--- config.mk ---
export PLATFORM = sky130hd
export DESIGN_NAME = bus_dma_master
export DESIGN_NICKNAME = d
export VERILOG_FILES = /design/src/rtl/bus_dma_master.sv
export SDC_FILE = /design/constraint.sdc
export NUM_CORES = 1
export LEC_CHECK = 0
export CORE_ASPECT_RATIO = 1.75
export CORE_MARGIN = 2
export CORE_UTILIZATION = 40
export CTS_BUF_LIST = sky130_fd_sc_hd__clkbuf_16
export DETAILED_ROUTE_END_ITERATION = 6
export PLACE_DENSITY_LB_ADDON = 0.25
export SETUP_SLACK_MARGIN = 0.2
export SYNTH_ARGS = -nofsm -noshare
export SYNTH_HDL_FRONTEND = slang
export SYNTH_SLANG_ARGS = --single-unit
--- constraint.sdc ---
create_clock -name clk -period 8.7 [get_ports clk]
set_input_delay 1.74 -clock clk [delete_from_list [all_inputs] [get_ports clk]]
set_output_delay 1.74 -clock clk [all_outputs]
set_load 0.02 [all_outputs]
--- src/rtl/bus_dma_master.sv ---
// Block-copy bus initiator: reads a word from the source range and then writes it to the
// destination range, word by word, while holding one bus tenure for the whole block.
//
// state | meaning
// IDLE  | waiting for start
// REQ   | requesting the bus, read address presented
// RD    | read address cycle
// LATCH | read data captured from the bus
// WR    | write cycle, word counter advances on grant
// DONE  | one-cycle completion pulse
module bus_dma_master (
    input  logic        clk,
    input  logic        reset_n,
    input  logic        start,
    input  logic [15:0] src_addr,
    input  logic [15:0] dst_addr,
    input  logic [7:0]  length,
    output logic        busy,
    output logic        done,
    output logic        m_req,
    output logic        m_wr,
    output logic [15:0] m_addr,
    output logic [31:0] m_dout,
    input  logic        m_grant,
    input  logic [31:0] m_din
);

    typedef enum logic [2:0] {
        S_IDLE,
        S_REQ,
        S_RD,
        S_LATCH,
        S_WR,
        S_DONE
    } state_t;

    state_t      state;
    state_t      state_nxt;
    logic [15:0] src_r;
    logic [15:0] dst_r;
    logic [7:0]  len_r;
    logic [7:0]  cnt;
    logic [7:0]  cnt_inc;
    logic [31:0] data_r;

    assign cnt_inc = cnt + 8'd1;

    always_ff @(posedge clk or negedge reset_n) begin
        if (!reset_n) begin
            state  <= S_IDLE;
            src_r  <= 16'd0;
            dst_r  <= 16'd0;
            len_r  <= 8'd0;
            cnt    <= 8'd0;
            data_r <= 32'd0;
        end else begin
            state <= state_nxt;
            if (state == S_IDLE && start) begin
                src_r <= src_addr;
                dst_r <= dst_addr;
                len_r <= length;
                cnt   <= 8'd0;
            end
            if (state == S_LATCH) begin
                data_r <= m_din;
            end
            if (state == S_WR && m_grant) begin
                cnt <= cnt_inc;
            end
        end
    end

    // Losing the grant anywhere in a word sends it back to REQ; the word restarts from RD.
    always_comb begin
        state_nxt = state;
        case (state)
            S_IDLE: begin
                if (start) begin
                    state_nxt = (length == 8'd0) ? S_DONE : S_REQ;
                end
            end
            S_REQ:   state_nxt = m_grant ? S_RD : S_REQ;
            S_RD:    state_nxt = m_grant ? S_LATCH : S_REQ;
            S_LATCH: state_nxt = m_grant ? S_WR : S_REQ;
            S_WR: begin
                if (!m_grant) begin
                    state_nxt = S_REQ;
                end else if (cnt_inc == len_r) begin
                    state_nxt = S_DONE;
                end else begin
                    state_nxt = S_RD;
                end
            end
            S_DONE:  state_nxt = S_IDLE;
            default: state_nxt = S_IDLE;
        endcase
    end

    always_comb begin
        m_req  = 1'b0;
        m_wr   = 1'b0;
        m_addr = 16'd0;
        m_dout = 32'd0;
        case (state)
            S_REQ, S_RD, S_LATCH: begin
                m_req  = 1'b1;
                m_addr = src_r + {8'd0, cnt};
            end
            S_WR: begin
                m_req  = 1'b1;
                m_wr   = 1'b1;
                m_addr = dst_r + {8'd0, cnt};
                m_dout = data_r;
            end
            default: begin
                m_req = 1'b0;
            end
        endcase
    end

    assign busy = (state != S_IDLE);
    assign done = (state == S_DONE);

endmodule

Word level (Yosys, flattened, before mapping)
Index checks and enable logic that the tools add are counted.

Memories kept: 0. Latch bits: 0. Bits in registers: 83. Bits in read-only memories: 0. Bits in writable memories: 0. Input bits: 76. Word-level logic and storage cells: 38.

Mux-type cells: 14. Multipliers: 0. Bitwise operators: 0. Divide/modulo/power cells: 0. Magnitude comparators: 0. Shift-type cells: 0. Equal/unequal tests: 7. Reductions and logical operators: 8. Add/sub/neg operators: 3.

Operator list (count): $add 16x8->16 (2); $mux 32 (1); $pmux 16 s2 (1); $mux 8 (2); $mux 3 (5); $pmux 3 s5 (1); $add 8x1->8 const B (1); $eq 8x8->1 (1); $logic_not 8->1 (1); $eq 3x2->1 const B (2); $eq 3x3->1 const B (2); $mux 2 (2); $reduce_or 4->1 (1); $eq 3x1->1 const B (1); $logic_not 3->1 (1); $reduce_bool 3->1 (1); $reduce_or 3->1 (1); $logic_and 1x1->1 (2); $mux 1 (2); $ne 2x2->1 const B (1); $reduce_bool 2->1 (1).

Depth between registers and ports, before layout
Depth after elaboration: 5. Depth in mapped cells: 17. Mapped depth without buffers: 13.

Least setup slack after synthesis
No wires, ideal clock.

Path type: register -> output. Start: reg state[0]. End: out m_addr[10]. Buffers on the path: 4. Arrival: 3.364 ns. Cell stages (with the launch flop): 17. Path slack: 3.596 ns. Cell sequence: dfrtp_1 buf_6 or3b_1 buf_6 clkinv_4 buf_6 buf_2 nand2_1 nand2_1 ha_1 inv_1 fa_1 nor2b_1 o211ai_1 a31oi_1 nand2_1 a221oi_1.

Word-level cells in the longest chain between the ends: 3.

Ends and longest elaborated chain: start: declaration (RTL line 37) `state_t state;`; start signal: assignment (RTL line 57) `state <= state_nxt;`; $eq 3x2->1 or $eq 3x1->1 (tied branches) (RTL line 104) `case (state)`; $reduce_or 3->1 (RTL line 104); $pmux 16 s2 * (RTL line 104); end: declaration (RTL line 22) `output logic [15:0] m_addr,`.

Every way passes the cells marked *; elsewhere a longest branch is shown, timed or not.

Final worst setup path
Start: reg state[1]. End: out m_addr[12].

The elaborated chain is that of the path after synthesis.

==> results_dict.tcl <==
set metrics [dict create \
    period_share 0.744 \
    clkTransAtPathRegs_ns 0.06 \
    synth_compound_area_frac 0.0705 \
    clk_latency_ns 0.34 \
    cts_buffers 9 \
    wl_um 11200 \
    status "finished clean" \
    multi_input_area_um2 2260 \
    viasPerCell 5.05 \
    io_pins 128 \
    post_cts_buffers 0 \
    cts_max_level 3 \
    start_util 0.408 \
    stdcell_count 736 \
    cap_violations 0 \
    hold_path.class "reg2reg" \
    synth_edf_count 0 \
    drtPass1Iterations 4 \
    seq_area_frac_synth 0.461 \
    die_area_um2 12200 \
    avgSynthCellArea_um2 9.35 \
    rsz0062_at_grt "false" \
    grt_overflow_total 0 \
    end_kind "output pin" \
    ys_async_sr_fraction 1.00 \
    nNetsFinal 685 \
    finClkSkew_ns 0.00730 \
    synth_top_area_cell "dfrtp_1" \
    yosysTopAreaCellShare 0.461 \
    finalSetupViolations 0 \
    grt_usage 0.190 \
    die_w_um 84.3 \
    p_int_uw 1240 \
    die-height_um 144 \
    max_freq_mhz 155 \
    synth_cells 482 \
    ys_types 52 \
    fin_tns_setup_ns 0 \
    num_vias 3716 \
    ir_drop_mv 0.198 \
    cts_sinks 83 \
    drt-initial-drc-count 142 \
    relSlewSlack 0.314 \
    syn_area_um2 4510 \
    clk_path_buf_depth 2 \
    drc 0 \
    first_global_vias 3928 \
    cts-root-buf "clkbuf_16" \
    place_congestion 0.780 \
    p_leak_uw 0.00275 \
    grt_first_pass_wirelength_um 18400 \
    swShare 0.356 \
    cts_tree "yes" \
    critPathMaxFanout 50 \
    wl_per_cell_um 15.2 \
    synth_seq_cells 83 \
    areaGrowthSynthToFinish_pct 36.8 \
    cts-resized-gates 0 \
    synth_top_family_by_area "simple AND/OR/NAND/NOR gates" \
    seqPwrFrac 0.358 \
    worstSetupPathType "reg2out" \
    period_minus_slack_ns 6.47 \
    synth-xor-area-share 0.0486 \
    final_max_slew_viol_count 0 \
    p_switching_uw 684 \
    worstPathRequired_ns 6.96 \
    p_per_area_nw_per_um2 311 \
    hold_viol 0 \
    drive_gt1_frac 0.104 \
    grt_max_degree 84 \
    antenna_found_initial 0 \
    tightest_slew_ns 1.03 \
    dp_cells 720 \
    portBuffers 127 \
    hold_buffers 0 \
    combPwrFrac 0.416 \
    yosysWarnings 0 \
    ant_nets 0 \
    clkPwrFrac 0.226 \
    synth-simple-area-share 0.247 \
    synth_nets 568 \
    synthMuxAreaShare 0.107 \
    diodes 0 \
    startpoint_type "flip-flop" \
    cp.arrival_ns 4.73 \
    core.rowCount 51 \
    fill_cells 991 \
    synthFlopType "dfrtp_1" \
    synth-adder-area-share 0.0294 \
    regArea_um2 2080 \
    synthTopCellsByArea "dfrtp_1, nand2_1, mux2_2, and2_1, xor2_1" \
    dp_hpwl_um 8220 \
    design.core.area_um2 11000 \
]
-- power by group through the flow --
| stage | Clock (uW) | Combinational [uW] | Sequential (uW) |
|---|---|---|---|
| finish | 434 | 799 | 688 |
| global route | 459 | 879 | 715 |
| CTS | 444 | 809 | 689 |
| detailed placement | 0 | 807 | 693 |
| global placement | 0 | 786 | 685 |
| floorplan | 0 | 555 | 649 |
-- synth_stat cells (2+ instances only) --
library cell,number
nand2_1,144
dfrtp_1,83
mux2_2,38
and2_1,37
nor2_1,18
xor2_1,17
clkbuf_1,13
o21ai_0,13
a21oi_1,9
ha_1,9
nand3_1,8
xnor2_1,8
inv_1,7
and3_1,6
o22ai_1,5
buf_6,4
o21ai_1,4
buf_2,3
buf_4,3
mux2i_1,3
nand2_2,3
nand3b_1,3
nand4_1,3
nor2b_1,3
nor3_1,3
o31ai_1,3
a31oi_1,2
and3b_1,2
mux2_1,2
nand4b_1,2
nor4_1,2
or3_1,2
-- final timing paths --
check / from / end / slack [ns] / depth (start not counted)
max: state[1]$_DFFE_PN0P_ / m_addr[12] / 2.23 / 14
min: data_r[1]$_DFFE_PN0P_ / data_r[1]$_DFFE_PN0P_ / 0.46 / 2
max reg2reg: state[2]$_DFFE_PN0P_ / cnt[4]$_DFFE_PN0P_ / 5.88 / 6
min reg2reg: data_r[1]$_DFFE_PN0P_ / data_r[1]$_DFFE_PN0P_ / 0.46 / 2
max in group asynchronous: reset_n / data_r[13]$_DFFE_PN0P_ / 6.46 / 1
min in group asynchronous: reset_n / data_r[2]$_DFFE_PN0P_ / 1.58 / 1
-- cells in the final DEF, fill, tap and decap left out, types with 2 or more instances in the layout --
cell type / count
a31oi_1: 2
mux2_2: 38
nor2b_1: 3
ha_1: 9
and3_1: 6
o22ai_1: 5
clkinv_4: 2
nor3_1: 3
o21ai_1: 4
or3_1: 2
xor2_1: 17
nand3_1: 8
nor4_1: 2
and2_1: 37
a21oi_1: 9
nand2_1: 144
xnor2_1: 8
bufinv_16: 3
mux2i_1: 3
buf_4: 3
nand4_1: 3
nand3b_1: 3
dfrtp_1: 83
clkbuf_16: 9
nand2_2: 3
nand4b_1: 2
inv_1: 7
nor2_1: 18
clkdlybuf4s50_1: 126
clkinv_1: 2
o31ai_1: 3
and3b_1: 2
mux2_1: 2
o21ai_0: 13
-- cell families after synthesis --
family	Yosys count
fa+ha+maj	10
compound gates	49
xor+xnor	25
flops	83
buf+inv	31
simple gates	241
mux	43
-- critical path, cell delays in order, from the launching register on --
cell,delay [ns]
dfrtp_1,0.44
or3b_1,0.76
clkinv_4,0.42
nand2_1,0.10
nand2_1,0.07
ha_1,0.15
inv_1,0.06
fa_1,0.38
nor2b_1,0.19
o211ai_1,0.13
a31oi_1,0.47
nand2_1,0.20
xor2_1,0.19
o22ai_1,0.19
clkdlybuf4s50_1,0.65
-- registers in the layout, indices dropped and copies added, names as in the netlist --
register	flops
len_r	8
data_r	32
state	3
dst_r	16
cnt	8
src_r	16
-- area by class of cell --
type / count / area share
Tap cell: 132 / 0.0268
Sequential cell: 83 / 0.337
Timing Repair Buffer: 129 / 0.208
Clock inverter: 7 / 0.0187
Inverter: 8 / 0.00568
Clock buffer: 9 / 0.0365
Multi-Input combinational cell: 368 / 0.367
-- stage by stage --
step | power, uW | util | hold slack, ns | setup WS (ns) | area [um^2]
after global placement | 1470 | 0.528 | 0.449 | 2.74 | 5830
after CTS | 1940 | 0.559 | 0.469 | 2.19 | 6170
after global routing | 2050 | 0.559 | 0.484 | 1.86 | 6170
after detailed placement | 1500 | 0.528 | 0.454 | 2.56 | 5830
after floorplan | 1200 | - | 0.437 | 3.60 | 4510
final | 1920 | 0.559 | 0.463 | 2.23 | 6170
-- routing by layer --
| metal | up-vias | wire length [um] | GRT usage |
|---|---|---|---|
| li1 | 1843 | - | - |
| met1 | 1751 | 4530 | 0.218 |
| met2 | 101 | 5830 | 0.333 |
| met3 | 21 | 555 | 0.0434 |
| met4 | 0 | 268 | 0.0866 |
| met5 | - | 0 | 0 |
(Power assumes the default switching activity.)
